### config.mk
export PLATFORM = sky130hd
export DESIGN_NAME = uart_rx_frame_ctrl
export DESIGN_NICKNAME = d
export VERILOG_FILES = /design/src/rtl/uart_rx_frame_ctrl.sv
export SDC_FILE = /design/constraint.sdc
export NUM_CORES = 1
export LEC_CHECK = 0
export ABC_AREA = 1
export CELL_PAD_IN_SITES_DETAIL_PLACEMENT = 2
export CELL_PAD_IN_SITES_GLOBAL_PLACEMENT = 2
export CORE_UTILIZATION = 42
export CTS_CLUSTER_DIAMETER = 50
export CTS_CLUSTER_SIZE = 24
export DETAILED_ROUTE_END_ITERATION = 7
export GPL_TIMING_DRIVEN = 0
export PLACE_DENSITY_LB_ADDON = 0.1
export SLEW_MARGIN = 30
export SYNTH_ARGS = -nofsm -noshare
export SYNTH_HDL_FRONTEND = slang
export SYNTH_SLANG_ARGS = --single-unit
### constraint.sdc
create_clock -name CLK -period 7.9 [get_ports CLK]
set_input_delay 1.975 -clock CLK [delete_from_list [all_inputs] [get_ports CLK]]
set_output_delay 1.975 -clock CLK [all_outputs]
set_load 0.01 [all_outputs]
### src/rtl/uart_rx_frame_ctrl.sv
// UART byte-stream framer: SOF/ADDR/LEN/DATA/SUM frames become register writes.
// Payload is buffered and only drained to the write bus after the checksum passes.
module uart_rx_frame_ctrl #(
    parameter logic [7:0] SOF     = 8'hA5,
    parameter int         MAXLEN  = 16,
    parameter int         TIMEOUT = 100000,
    parameter int         AW      = 8
) (
    input  logic          CLK,
    input  logic          RST_X,
    input  logic [7:0]    rx_dot,
    input  logic          rx_valid,
    output logic          wr_en,
    output logic [AW-1:0] wr_addr,
    output logic [7:0]    wr_data,
    output logic          pkt_ok,
    output logic          pkt_err,
    output logic [1:0]    err_code,
    output logic          busy
);

    localparam int TW = (TIMEOUT > 1) ? $clog2(TIMEOUT) : 1;
    localparam int IW = (MAXLEN > 1) ? $clog2(MAXLEN) : 1;
    localparam logic [TW-1:0] TO_LAST = TW'(TIMEOUT - 1);
    localparam logic [7:0]    MAXLEN8 = 8'(MAXLEN);

    localparam logic [2:0] ST_IDLE  = 3'd0;
    localparam logic [2:0] ST_ADDR  = 3'd1;
    localparam logic [2:0] ST_LEN   = 3'd2;
    localparam logic [2:0] ST_DATA  = 3'd3;
    localparam logic [2:0] ST_SUM   = 3'd4;
    localparam logic [2:0] ST_DRAIN = 3'd5;

    logic [2:0]    state;
    logic [7:0]    addr_q;
    logic [7:0]    len_q;
    logic [7:0]    acc;
    logic [7:0]    idx;
    logic [TW-1:0] cnt;
    logic [7:0]    pay_mem [0:(1<<IW)-1];

    logic          in_frame;
    logic          tmo;
    logic [7:0]    nidx;
    logic [7:0]    sum_chk;

    always_comb begin
        in_frame = (state == ST_ADDR) || (state == ST_LEN) ||
                   (state == ST_DATA) || (state == ST_SUM);
        tmo      = in_frame && !rx_valid && (cnt == TO_LAST);
        nidx     = idx + 8'd1;
        sum_chk  = acc + rx_dot;
    end

    assign busy = (state != ST_IDLE);

    always_ff @(posedge CLK) begin
        if (state == ST_DATA && rx_valid)
            pay_mem[idx[IW-1:0]] <= rx_dot;
    end

    always_ff @(posedge CLK or negedge RST_X) begin
        if (!RST_X) begin
            state    <= ST_IDLE;
            addr_q   <= 8'd0;
            len_q    <= 8'd0;
            acc      <= 8'd0;
            idx      <= 8'd0;
            cnt      <= '0;
            wr_en    <= 1'b0;
            wr_addr  <= '0;
            wr_data  <= 8'd0;
            pkt_ok   <= 1'b0;
            pkt_err  <= 1'b0;
            err_code <= 2'd0;
        end else begin
            wr_en   <= 1'b0;
            pkt_ok  <= 1'b0;
            pkt_err <= 1'b0;

            // Inter-byte watchdog runs only while a frame is being received
            if (!in_frame || rx_valid || tmo)
                cnt <= '0;
            else
                cnt <= cnt + 1'b1;

            case (state)
                ST_IDLE: begin
                    if (rx_valid && rx_dot == SOF)
                        state <= ST_ADDR;
                end
                ST_ADDR: begin
                    if (rx_valid) begin
                        addr_q <= rx_dot;
                        acc    <= rx_dot;
                        state  <= ST_LEN;
                    end
                end
                ST_LEN: begin
                    if (rx_valid) begin
                        if (rx_dot != 8'd0 && rx_dot <= MAXLEN8) begin
                            len_q <= rx_dot;
                            acc   <= sum_chk;
                            idx   <= 8'd0;
                            state <= ST_DATA;
                        end else begin
                            pkt_err  <= 1'b1;
                            err_code <= 2'd1;
                            state    <= ST_IDLE;
                        end
                    end
                end
                ST_DATA: begin
                    if (rx_valid) begin
                        acc <= sum_chk;
                        if (idx == len_q - 8'd1)
                            state <= ST_SUM;
                        else
                            idx <= nidx;
                    end
                end
                ST_SUM: begin
                    if (rx_valid) begin
                        if (sum_chk == 8'd0) begin
                            wr_en   <= 1'b1;
                            wr_addr <= addr_q;
                            wr_data <= pay_mem[0];
                            idx     <= 8'd0;
                            state   <= ST_DRAIN;
                        end else begin
                            pkt_err  <= 1'b1;
                            err_code <= 2'd2;
                            state    <= ST_IDLE;
                        end
                    end
                end
                ST_DRAIN: begin
                    // The write for idx is on the bus this cycle; queue the next
                    if (idx == len_q - 8'd1) begin
                        pkt_ok <= 1'b1;
                        idx    <= 8'd0;
                        state  <= ST_IDLE;
                    end else begin
                        idx     <= nidx;
                        wr_en   <= 1'b1;
                        wr_addr <= addr_q + nidx;
                        wr_data <= pay_mem[nidx[IW-1:0]];
                    end
                end
                default: state <= ST_IDLE;
            endcase

            if (tmo) begin
                pkt_err  <= 1'b1;
                err_code <= 2'd3;
                state    <= ST_IDLE;
            end
        end
    end

endmodule

# Word-level counts from Yosys, hierarchy flattened
# Memories as Yosys holds them, arrays and structs flattened.
# Cells that the tools add are included.
[word_totals]
mem_bits_rw = 128
wordCells = 124
n_memories = 1
reg_bits = 73
[classes]
reduce_logical = 27
mux = 53
order_cmp = 1
n_eq_ne = 25
addsub = 5
[mem_list]
columns = ["name", "depth", "word_bits", "read_ports", "rd_clocked_by_memory_dff", "write_ports", "line_no", "rtl"]
rows = [
  ["pay_mem", 16, 8, 2, 0, 1, "40", "logic [7:0] pay_mem [0:(1<<IW)-1];"],
]
[ops]
columns = ["operator", "n"]
rows = [
  ["8-bit two-way mux", 17],
  ["8-bit case mux with 2 select lines", 2],
  ["8-bit case mux with 4 select lines", 1],
  ["3-bit two-way mux", 9],
  ["3-bit inequality test, second input constant", 8],
  ["8-bit case mux with 3 select lines", 1],
  ["3-bit case mux with 6 select lines", 1],
  ["17-bit by 1-bit adder with 17-bit output, second input constant", 1],
  ["17-bit == test, second input constant", 1],
  ["17-bit two-way mux", 1],
  ["8-bit adder", 2],
  ["7-bit AND reduction", 2],
  ["1-bit two-way mux", 12],
  ["2-bit two-way mux", 6],
  ["2-bit inequality test, second input constant", 6],
  ["5-bit AND reduction", 2],
  ["3-bit nonzero test", 3],
  ["8-bit by 1-bit adder with 8-bit output, second input constant", 1],
  ["8-bit == test", 1],
  ["8-bit == test, second input constant", 1],
  ["8-bit by 5-bit less-or-equal comparator with 1-bit output, second input constant", 1],
  ["8-bit logical NOT", 1],
  ["8-bit nonzero test", 1],
  ["8-bit by 1-bit subtractor with 8-bit output, second input constant", 1],
  ["other kinds (16)", 29],
]

# Depth between registers and ports, before layout
# Gate-level depths: netlist of the first run.
[logic_depth]
ltp_word = 8
depth_mapped = 19
ltp_nobuf = 18

# Worst setup path after synthesis of the first run
# No wires, ideal clock.
[synth_path]
path_type = "input -> register"
start = "input rx_dot[0]"
end = "register wr_addr[2]"
path_buffers = 1
slack_ns = 3.983
t_arrival_ns = 3.799
stages = 10
setup_ns = 0.117
required_ns = 7.783
path_cell_list = "ha_1 > fa_1 > or2_2 > nor2_1 > nand3_2 > nor2_4 > nand3_2 > o21ai_4 > buf_6 > o21ai_2"
[synth_between]
elab_chain_len = 4
[synth_lines]
columns = ["element", "line_no", "rtl"]
rows = [
  ["start, declared", "11", "input logic [7:0] rx_dot,"],
  ["8-bit adder", "52", "sum_chk = acc + rx_dot;"],
  ["8-bit logical NOT", "124", "if (sum_chk == 8'd0) begin"],
  ["2-bit by 1-bit inequality test with 1-bit output (no line)", "-", ""],
  ["4-bit AND reduction (no line)", "-", ""],
  ["end signal, assigned", "126", "wr_addr <= addr_q;"],
  ["end signal, assigned", "146", "wr_addr <= addr_q + nidx;"],
  ["end, declared", "14", "output logic [AW-1:0] wr_addr,"],
]
# No other way between the ends.
# A chain may end at the register's enable or synchronous reset.

# Worst setup path in the final report of the first run
[layout_path]
start = "input rx_dot[2]"
end = "register wr_data[2]"
[layout_between]
elab_chain_len = 4
[layout_lines]
columns = ["element", "line_no", "rtl"]
rows = [
  ["8-bit adder", "52", ""],
  ["8-bit logical NOT", "124", ""],
  ["2-bit by 1-bit inequality test with 1-bit output (no line)", "-", ""],
  ["4-bit AND reduction (no line)", "-", ""],
  ["end signal, assigned", "127", "wr_data <= pay_mem[0];"],
  ["end signal, assigned", "147", "wr_data <= pay_mem[nidx[IW-1:0]];"],
  ["end, declared", "15", "output logic [7:0] wr_data,"],
]
# No other way between the ends.

==> tab_implementation.tex, run 1 <==
\begin{tabular}{lr}
\hline
Metric & Value \\
\hline
\multicolumn{2}{l}{\textbf{Run status}} \\
\quad Status & completed \\
\multicolumn{2}{l}{\textbf{GRT}} \\
\quad Largest net degree at the start of global routing & 64 \\
\quad GRT overflow & 0 \\
\quad Wire length of the first global-routing pass & 52.70 mm \\
\quad Initial antenna violation count & 0 \\
\quad Gr usage total & 0.2873 \\
\quad Number of global-route vias before repair & 9,220 \\
\multicolumn{2}{l}{\textbf{Routing}} \\
\quad Post-Route M1 WL & 13.64 mm \\
\quad Overall routed net length & 33.60 mm \\
\quad Violation count after the first detailed-routing iteration & 402 \\
\quad DR WL met3 & 955 um \\
\quad Mean number of vias per cell & 5.472 \\
\quad Post-detailed-route wirelength per cell & 22.47 um \\
\quad Number of nets still failing antenna checks after routing & 0 \\
\quad Drc violations & 0 \\
\quad Number of search-and-repair iterations in the first detailed-routing pass & 4 \\
\quad Total number of vias & 8,180 \\
\quad Topmost layer with routed signal wires & met4 \\
\quad Met2 Routed Length & 17.66 mm \\
\multicolumn{2}{l}{\textbf{Critical path}} \\
\quad Critical Path End Type & flop \\
\quad Slowest library cell on the worst path & clkdlybuf4s50\_1 \\
\quad Longest individual stage delay on the worst path & 910 ps \\
\quad Data arrival, critical path & 5200 ps \\
\quad Cell family with most CP delay & buffers and inverters \\
\quad Most used cell, CP & nand2\_1 \\
\quad Buffer and inverter count on the worst path & 3 \\
\quad Required time of the worst setup path & 8380 ps \\
\quad Startpoint type of the worst setup path & primary input \\
\quad Category of the most critical setup path & primary input to flop \\
\quad List of cells traversed by the critical path & clkdlybuf4s50\_1 > ha\_1 > nand2\_1 > nand2\_1 > inv\_2 > nand2\_1 > nand2\_1 > nand3b\_2 > nand2\_2 > nor2\_4 > nand3\_2 > o21ai\_4 > buf\_6 > nand2\_1 > o21ai\_2 \\
\quad Highest fanout seen on the critical path & 20 \\
\multicolumn{2}{l}{\textbf{CTS}} \\
\quad TritonCTS clock tree & done \\
\quad Clock latency at the later pin of the worst-skew pair & 570 ps \\
\quad H-Tree Depth & 1 \\
\quad Number of buffers created by CTS & 28 \\
\quad Resized cells post-CTS & 0 \\
\quad Clock tree sinks & 201 \\
\quad Clock transition at the registers of the reported paths & 60 ps \\
\quad Buffer count from post-CTS setup fixing & 0 \\
\quad Clock Path Buffers & 3 \\
\quad Root Buffer & clkbuf\_16 \\
\quad Post-CTS Hold Fix Bufs & 0 \\
\multicolumn{2}{l}{\textbf{Placement}} \\
\quad Number of cells in the design after placement & 1,444 \\
\quad Standard cell area after detailed placement & 0.01070 mm2 \\
\quad Sum of net half-perimeters after detailed placement & 22.85 mm \\
\quad Port bufs & 31 \\
\quad Post-Place Setup Slack & 2145 ps \\
\quad Final weighted congestion in routability-driven placement & 0.8075 \\
\multicolumn{2}{l}{\textbf{Finish}} \\
\quad Total Nets Final & 1,188 \\
\quad Total inserted antenna cells & 0 \\
\quad Total non-filler cell area in the finished layout & 0.01161 mm2 \\
\quad Final design utilization & 0.4960 \\
\quad Final Instance Count excl. Fillers & 1,495 \\
\quad Fraction of layout instances using a drive strength above 1 & 0.1097 \\
\quad Synthesis-to-finish area growth & 16.33\% \\
\multicolumn{2}{l}{\textbf{STA}} \\
\quad Hold violation total from the final report & 0 \\
\quad Worst-case setup margin in the final layout & 3180 ps \\
\quad Hold WS & 497.8 ps \\
\quad Max Clock Freq & 0.2118 GHz \\
\quad Slew at the pin closest to its max-slew limit & 980.2 ps \\
\quad Accumulated negative setup slack & 0 ps \\
\quad Worst-case headroom to the max-slew limit & 0.3441 \\
\quad Period Utilization, post-route & 0.5975 \\
\quad Number of max-slew violations in the final report & 0 \\
\quad Worst Clk Skew & 38.13 ps \\
\quad RSZ-0062 raised after global routing & false \\
\quad Final critical delay including setup and external delays & 4720 ps \\
\quad Final setup viols & 0 \\
\multicolumn{2}{l}{\textbf{Floorplanning}} \\
\quad Row Count & 56 \\
\quad Initial Utilization & 0.4264 \\
\quad Height of the chip & 156.1 um \\
\quad Core Box Area & 0.02340 mm2 \\
\quad I/O Pins & 33 \\
\quad Horizontal die dimension & 156.1 um \\
\quad Die area & 0.02438 mm2 \\
\multicolumn{2}{l}{\textbf{Synth}} \\
\quad \#FFs+latches synth & 201 \\
\quad Synth Instances & 1,093 \\
\quad Net count after synthesis & 1,126 \\
\quad Count of warnings emitted by yosys & 0 \\
\quad Number of enable-type register cells in the synthesized netlist & 128 \\
\quad Area of the mapped netlist & 0.009978 mm2 \\
\quad Mean area per synthesized cell & 9.129 um2 \\
\quad Share of synthesized flip-flops with an asynchronous set or reset & 0.3632 \\
\quad Seq/Total Area, Yosys & 0.5683 \\
\quad Most used DFF post-synth & edfxtp\_1 \\
\quad Unique masters post-synth & 44 \\
\multicolumn{2}{l}{\textbf{Run}} \\
\quad Max capacitance violation total & 0 \\
\multicolumn{2}{l}{\textbf{Pwr}} \\
\quad Largest voltage drop on the vdd net & 0.2346 mV \\
\quad Leakage component of the power & 4.693 nW \\
\quad Post-route total power & 3.725 mW \\
\quad Areal power density over the cells & 320.9 mW/mm2 \\
\multicolumn{2}{l}{\textbf{Worst hold path}} \\
\quad Hold Crit Class & flop to flop \\
\hline
\end{tabular}
## layout make-up
type,instances,area [um2]
fillers,2557,11800
flip-flops and latches,201,5670
multi-input cells,742,3692
clock buffers,32,725.7
inverters,111,416.7
well taps,319,399.1
repair buffers,32,304.0
clock inverters,19,200.2
plain buffers,39,198.9
## registers in the layout, summed over array words and instances, names as in the netlist, 2 cells and up
signal    count
state         3
wr_addr       8
pay_mem     128
acc           8
cnt          17
addr_q        8
idx           8
len_q         8
err_code      2
wr_data       8
## kinds of logic (layout without fill, tap and decap cells)
group | count (synthesis) | in the layout | synth area share
flops | 201 | 201 | 0.5683
fa+ha+maj | 22 | 22 | 0.02909
buf+inv | 150 | 233 | 0.06169
mux | 1 | 1 | 0.001128
compound gates | 207 | 207 | 0.1131
simple gates | 493 | 493 | 0.2100
xor+xnor | 19 | 19 | 0.01668
## placed cells by master (no fill, tap or decap), drive strengths merged, types with 6 or more instances in the layout
cell type        n
o21ai          169
nand2          240
edfxtp         128
dfrtp           73
inv            117
nand4           13
xor2            11
nand3           67
a21oi           29
buf             34
clkinv          13
clkbuf          46
ha              20
nor3             6
clkdlybuf4s50   23
nor2           156
xnor2            8
## where the power goes
group | internal [mW] | leakage [nW] | switching [mW]
Combinational | 0.401 | 2.15 | 0.743
Sequential | 1.24 | 2.09 | 0.104
Clock | 0.688 | 0.455 | 0.548
Total | 2.33 | 4.69 | 1.39
## per-layer routing
layer | track usage | up-vias
li1 | - | 3762
met1 | 0.3374 | 4198
met2 | 0.5317 | 136
met3 | 0.03444 | 84
met4 | 0.1111 | 0
met5 | 0 | -
## path summary, 6_finish.rpt
kind | from | to | slack (ps) | cells past startpoint
worst max-delay path | rx_dot[2] | wr_data[2]$_DFFE_PN0P_ | 3180 | 15
worst min register to register | acc[3]$_DFFE_PN0P_ | acc[3]$_DFFE_PN0P_ | 500 | 2
max in group asynchronous | RST_X | err_code[0]$_DFFE_PN0P_ | 6080 | 2
worst max register to register | idx[0]$_DFFE_PN0P_ | wr_data[3]$_DFFE_PN0P_ | 3990 | 14
min in group asynchronous | RST_X | wr_data[5]$_DFFE_PN0P_ | 1210 | 1
worst min-delay path | acc[3]$_DFFE_PN0P_ | acc[3]$_DFFE_PN0P_ | 500 | 2
## cells in the mapped netlist, types with 10 or more instances
library cell	number	area (um2)
o21ai_1	14	70.07
a21oi_1	27	135.1
inv_1	100	375.4
o21ai_2	13	113.9
nand3_1	63	315.3
nor2_1	146	548.0
dfrtp_1	73	1827
buf_2	14	70.07
edfxtp_1	128	3844
xor2_1	11	96.34
nand2_1	236	885.9
nand4_1	13	81.33
clkbuf_1	13	48.80
inv_2	10	37.54
ha_1	20	250.2
o21ai_0	141	705.7
## worst reg2reg max path, stage by stage (launching register included)
cell,delay (ps)
dfrtp_1,470
inv_1,190
buf_2,260
buf_2,360
ha_1,350
buf_2,320
buf_1,530
o21ai_0,220
o21ai_0,290
nand2_1,160
nand3_1,190
nand3_1,140
o21ai_0,130
nand2_1,100
o21ai_1,110
Note: power is estimated with default switching activity, not from simulation.
==> run 2, diff against run 1 <==
--- a/config.mk
+++ b/config.mk
@@ -8,7 +8,7 @@
 export ABC_AREA = 1
 export CELL_PAD_IN_SITES_DETAIL_PLACEMENT = 2
 export CELL_PAD_IN_SITES_GLOBAL_PLACEMENT = 2
-export CORE_UTILIZATION = 42
+export CORE_UTILIZATION = 35
 export CTS_CLUSTER_DIAMETER = 50
 export CTS_CLUSTER_SIZE = 24
 export DETAILED_ROUTE_END_ITERATION = 7
==> constraint.sdc (replaced) <==
create_clock -name CLK -period 4 [get_ports CLK]
set_input_delay 1 -clock CLK [delete_from_list [all_inputs] [get_ports CLK]]
set_output_delay 1 -clock CLK [all_outputs]
set_load 0.01 [all_outputs]
==> tab_implementation.tex, run 2 (same netlist as run 1, synthesis figures left out) <==
\begin{tabular}{lr}
\hline
Metric & Value \\
\hline
\multicolumn{2}{l}{\textbf{Placement}} \\
\quad Standard cell area after detailed placement & 0.01076 mm2 \\
\quad Port bufs & 31 \\
\quad Final weighted congestion in routability-driven placement & 0.7729 \\
\quad Sum of net half-perimeters after detailed placement & 22.08 mm \\
\multicolumn{2}{l}{\textbf{STA}} \\
\quad Number of max-slew violations in the final report & 0 \\
\quad Worst Clk Skew & 11.59 ps \\
\quad Period Utilization, post-route & 0.9330 \\
\quad Slew at the pin closest to its max-slew limit & 846.4 ps \\
\quad Hold violation total from the final report & 0 \\
\quad Max Clock Freq & 0.2679 GHz \\
\quad RSZ-0062 raised after global routing & false \\
\quad Final setup viols & 0 \\
\quad Final critical delay including setup and external delays & 3732 ps \\
\quad Worst-case headroom to the max-slew limit & 0.4336 \\
\quad Accumulated negative setup slack & 0 ps \\
\multicolumn{2}{l}{\textbf{Critical path}} \\
\quad Category of the most critical setup path & flop to flop \\
\quad Required time of the worst setup path & 4440 ps \\
\quad Startpoint type of the worst setup path & flop \\
\quad Data arrival, critical path & 4170 ps \\
\quad Highest fanout seen on the critical path & 12 \\
\quad Critical Path End Type & flop \\
\multicolumn{2}{l}{\textbf{Routing}} \\
\quad Number of nets still failing antenna checks after routing & 0 \\
\quad Number of search-and-repair iterations in the first detailed-routing pass & 4 \\
\quad Violation count after the first detailed-routing iteration & 354 \\
\quad Total number of vias & 7,943 \\
\quad Post-detailed-route wirelength per cell & 20.44 um \\
\quad Drc violations & 0 \\
\quad Overall routed net length & 31.93 mm \\
\quad Mean number of vias per cell & 5.085 \\
\multicolumn{2}{l}{\textbf{GRT}} \\
\quad GRT overflow & 0 \\
\quad Initial antenna violation count & 0 \\
\quad Largest net degree at the start of global routing & 42 \\
\quad Number of global-route vias before repair & 8,930 \\
\quad Gr usage total & 0.2286 \\
\quad Wire length of the first global-routing pass & 50.17 mm \\
\multicolumn{2}{l}{\textbf{Pwr}} \\
\quad Areal power density over the cells & 636.6 mW/mm2 \\
\quad Largest voltage drop on the vdd net & 0.3250 mV \\
\quad Clock network fraction of design power & 0.352 \\
\quad Switching pwr & 2.639 mW \\
\quad Relative contribution of sequential cells to total power & 0.354 \\
\quad Post-route total power & 7.492 mW \\
\quad Combinational share of power & 0.294 \\
\quad Switching share of power & 0.3522 \\
\quad Leakage component of the power & 4.724 nW \\
\quad Int Pwr & 4.853 mW \\
\multicolumn{2}{l}{\textbf{Floorplanning}} \\
\quad Height of the chip & 170.8 um \\
\quad Row Count & 61 \\
\quad Initial Utilization & 0.3572 \\
\quad Die area & 0.02919 mm2 \\
\quad I/O Pins & 33 \\
\quad Horizontal die dimension & 170.8 um \\
\quad Core Box Area & 0.02793 mm2 \\
\multicolumn{2}{l}{\textbf{CTS}} \\
\quad Clock transition at the registers of the reported paths & 50 ps \\
\quad H-Tree Depth & 1 \\
\quad Root Buffer & clkbuf\_16 \\
\quad Buffer count from post-CTS setup fixing & 0 \\
\quad Clock latency at the later pin of the worst-skew pair & 560 ps \\
\quad Post-CTS Hold Fix Bufs & 0 \\
\quad Number of buffers created by CTS & 31 \\
\quad Clock Path Buffers & 3 \\
\quad TritonCTS clock tree & done \\
\quad Resized cells post-CTS & 0 \\
\quad Clock tree sinks & 201 \\
\multicolumn{2}{l}{\textbf{Finish}} \\
\quad Fraction of layout instances using a drive strength above 1 & 0.1141 \\
\quad Total Nets Final & 1,191 \\
\quad Final design utilization & 0.4213 \\
\quad Most common library cell in the layout ignoring fill and taps & nand2\_1 \\
\quad Fillers & 3,088 \\
\quad FF/Latch Area & 0.005670 mm2 \\
\quad Number of flip-flops in the largest register & 128 \\
\quad Highest-count cells in the layout ignoring fill and taps & nand2\_1 (236), nor2\_1 (146), o21ai\_0 (141) \\
\quad Total non-filler cell area in the finished layout & 0.01177 mm2 \\
\quad Multi-input gate area & 0.003692 mm2 \\
\quad Synthesis-to-finish area growth & 17.96\% \\
\multicolumn{2}{l}{\textbf{Run status}} \\
\quad Status & completed \\
\multicolumn{2}{l}{\textbf{Worst hold path}} \\
\quad Hold Crit Class & primary input to async pin \\
\multicolumn{2}{l}{\textbf{Run}} \\
\quad Max capacitance violation total & 0 \\
\hline
\end{tabular}
run 2: changes by cell type in the layout (fill, tap and decap cells not counted), sizes merged:
cell and change:
buf +1, bufinv +2, clkbuf +6, clkdlybuf4s50 -1, clkinv -2, clkinvlp +6, diode +1, inv -5
run 2: through the flow:
stage | setup WS (ps) | cells | hold WS (ps)
2_1_floorplan | 1058 | 1093 | 432.5
3_3_place_gp | -1042 | 1502 | 454.7
3_5_place_dp | -425.1 | 1503 | 468.3
4_1_cts | 153.8 | 1561 | 338.2
5_1_grt | 6.793 | 1561 | 352.7
6_report | 267.9 | 1562 | 343.6
run 2: metal layers:
| layer | share of wire | up-vias | wire length, um | track usage |
|---|---|---|---|---|
| met2 | 0.53 | 81 | 16840 | 0.4296 |
| li1 | - | 3795 | - | - |
| met5 | 0 | - | 0 | 0 |
| met4 | 0.023 | 0 | 739 | 0.06017 |
| met1 | 0.43 | 4021 | 13810 | 0.2762 |
| met3 | 0.017 | 46 | 544 | 0.02336 |
run 2: power groups by stage:
| stage | Sequential (mW) | Clock [mW] | Combinational, mW |
|---|---|---|---|
| 2_1_floorplan | 2.67 | 0 | 1.41 |
| 3_3_place_gp | 2.68 | 0 | 2.14 |
| 3_5_place_dp | 2.70 | 0 | 2.22 |
| 4_1_cts | 2.66 | 2.69 | 2.25 |
| 5_1_grt | 2.69 | 2.76 | 2.50 |
| 6_report | 2.65 | 2.64 | 2.20 |
run 2: critical path: stages (launching register included):
cell	delay (ps)
dfrtp_1	470
inv_1	210
buf_2	290
buf_2	320
ha_1	340
buf_2	320
clkbuf_1	510
nor2_1	130
o21ai_0	160
o21ai_0	190
nand2_1	110
nand3_1	70
nand3_1	80
o21ai_0	200
nand2_1	130
o21ai_1	70
run 2: area by class of cell:
cell class	count	area share
Antenna cell	1	0.0002126
Buffer	39	0.01690
Clock buffer	38	0.07069
Clock inverter	20	0.01573
Inverter	111	0.03540
Multi-Input combinational cell	742	0.3137
Sequential cell	201	0.4818
Tap cell	378	0.04018
Timing Repair Buffer	32	0.02541
run 2: worst paths after layout:
check | from | to | slack (ps) | cells past startpoint
setup / recovery | idx[0]$_DFFE_PN0P_ | wr_data[7]$_DFFE_PN0P_ | 270 | 15
hold / removal | RST_X | wr_data[4]$_DFFE_PN0P_ | 340 | 1
setup reg to reg | idx[0]$_DFFE_PN0P_ | wr_data[7]$_DFFE_PN0P_ | 270 | 15
hold reg to reg | cnt[0]$_DFF_PN0_ | cnt[0]$_DFF_PN0_ | 470 | 1
max in group asynchronous | RST_X | err_code[0]$_DFFE_PN0P_ | 3100 | 2
min in group CLK | cnt[0]$_DFF_PN0_ | cnt[0]$_DFF_PN0_ | 470 | 1
==> variant (flow settings as in run 2) <==
Set the parameter `SOF` to 8'h80 (it was 8'hA5).
--- a/src/rtl/uart_rx_frame_ctrl.sv
+++ b/src/rtl/uart_rx_frame_ctrl.sv
@@ -3,3 +3,3 @@
 module uart_rx_frame_ctrl #(
-    parameter logic [7:0] SOF     = 8'hA5,
+    parameter logic [7:0] SOF     = 8'h80,
     parameter int         MAXLEN  = 16,
Formal check against the unedited RTL: not equivalent (a bounded check fails within 4 cycles, from zero or initial values and one cycle with RST_X low).
==> variant against run 2 <==
Total power is 4.8% higher. Sequential cell count unchanged. Final area fell by 0.57%. Setup slack improved by 55 ps. Wire length down 0.66%. Area after synthesis increased by 0.44%. Sequential share of layout area up 0.28 points. Largest cell class unchanged. Largest power group is now combinational logic.
==> variant: results (changes against run 2) <==
\begin{tabular}{lr}
\hline
Metric & Value \\
\hline
\multicolumn{2}{l}{\textbf{Place}} \\
Area after detailed placement & 10820 sq um (was 10760 sq um) \\
Post-place setup slack & -678.4 ps (was -425.1 ps) \\
Number of cells in the design after placement & 1538 (was 1503) \\
RePlAce Congestion & 0.7996 (was 0.7729) \\
Quantity of I/O buffers inserted on ports & 32 (was 31) \\
Half-perimeter wire length after placement & 22610 um (was 22080 um) \\
\multicolumn{2}{l}{\textbf{Route}} \\
Detail-routed via count per cell & 5.113 (was 5.085) \\
Number of design-rule violations left by the first detailed-router iteration & 466 (was 354) \\
Number of detailed-route iterations in the first pass & 5 (was 4) \\
Wire length after detailed routing & 31720 um (was 31930 um) \\
\multicolumn{2}{l}{\textbf{Global routing}} \\
Vias in the first global route & 8990 (was 8930) \\
Pin count of the biggest net entering global routing & 59 (was 42) \\
\multicolumn{2}{l}{\textbf{Power and ir drop}} \\
Maximum vdd ir drop & 0.3377 mV (was 0.3250 mV) \\
Static Leakage & 4.886 nW (was 4.724 nW) \\
\multicolumn{2}{l}{\textbf{Yosys}} \\
List of most frequent post-synthesis cells & sky130\_fd\_sc\_hd\_\_nand2\_1 (285), sky130\_fd\_sc\_hd\_\_nor2\_1 (178), sky130\_fd\_sc\_hd\_\_edfxtp\_1 (128) (was sky130\_fd\_sc\_hd\_\_nand2\_1 (236), sky130\_fd\_sc\_hd\_\_nor2\_1 (146), sky130\_fd\_sc\_hd\_\_o21ai\_0 (141)) \\
Synthesized instance count & 1127 (was 1093) \\
\multicolumn{2}{l}{\textbf{Outcome}} \\
Run status & finished clean (unchanged) \\
\multicolumn{2}{l}{\textbf{Cells and area}} \\
Number of fillers in the final layout & 3074 (was 3088) \\
Layout cell share with drive strength beyond 1 & 10.41\% (was 11.41\%) \\
\multicolumn{2}{l}{\textbf{STA}} \\
Skew final & 19.95 ps (was 11.59 ps) \\
Final clock period utilization by the worst path & 91.92\% (was 93.30\%) \\
Actual slew at the worst max-slew pin & 913.4 ps (was 846.4 ps) \\
\multicolumn{2}{l}{\textbf{Setup path}} \\
Standard cell with the maximum stage delay on the critical path & sky130\_fd\_sc\_hd\_\_dfrtp\_1 (was sky130\_fd\_sc\_hd\_\_clkbuf\_1) \\
Internal reg-to-reg setup slack & 320 ps (was 270 ps) \\
Crit path DAT & 4110 ps (was 4170 ps) \\
\multicolumn{2}{l}{\textbf{Clocking}} \\
TritonCTS buffer count & 27 (was 31) \\
\hline
\end{tabular}
==> variant: cell types whose count changed after synthesis, moves of 7 or more <==
cell	delta
sky130_fd_sc_hd__o21ai_0	-34
sky130_fd_sc_hd__inv_1	-22
sky130_fd_sc_hd__nor2_1	+32
sky130_fd_sc_hd__nand3_1	+32
sky130_fd_sc_hd__a21oi_1	-7
sky130_fd_sc_hd__o21ai_2	-13
sky130_fd_sc_hd__nand2_1	+49
sky130_fd_sc_hd__nand2_2	+15
==> variant: logic make-up after synthesis <==
kind of cell	after synthesis	synth area share, %
buffers and inverters	122	5.044
AO/OA/AOI/OAI	149	7.803
multiplexers	4	0.4494
XOR/XNOR	10	0.8739
adder cells (fa/ha/maj)	22	2.896
AND/OR/NAND/NOR	619	26.35
flip-flops	201	56.58
==> variant: repair_timing <==
item,in CTS,in global routing
resized for setup,1,0
setup endpoints to repair,13,0
setup buffers,0,0
==> variant: area by class of cell <==
class | instances | area, sq um | share of cell area, %
well taps | 378 | 473.0 | 4.041
clock inverters | 23 | 222.7 | 1.903
clock buffers | 27 | 675.6 | 5.774
flip-flops and latches | 201 | 5670 | 48.45
repair buffers | 33 | 309.0 | 2.641
multi-input cells | 804 | 3846 | 32.87
inverters | 85 | 319.1 | 2.726
plain buffers | 37 | 186.4 | 1.593
==> variant: per-layer routing <==
metal	vias to the layer above	wire [um]	GRT usage, %
met1	4063	14140	29.15
met2	122	15870	40.97
met4	0	672	5.745
met5	-	0	0
met3	51	1036	2.554
li1	3883	-	-
==> variant: power by group <==
| group | leakage (nW) | switching, mW | internal, mW |
|---|---|---|---|
| logic | 2.37 | 1.88 | 0.951 |
| clock network | 0.428 | 1.05 | 1.34 |
| registers | 2.09 | 0.189 | 2.44 |
| total | 4.89 | 3.12 | 4.74 |
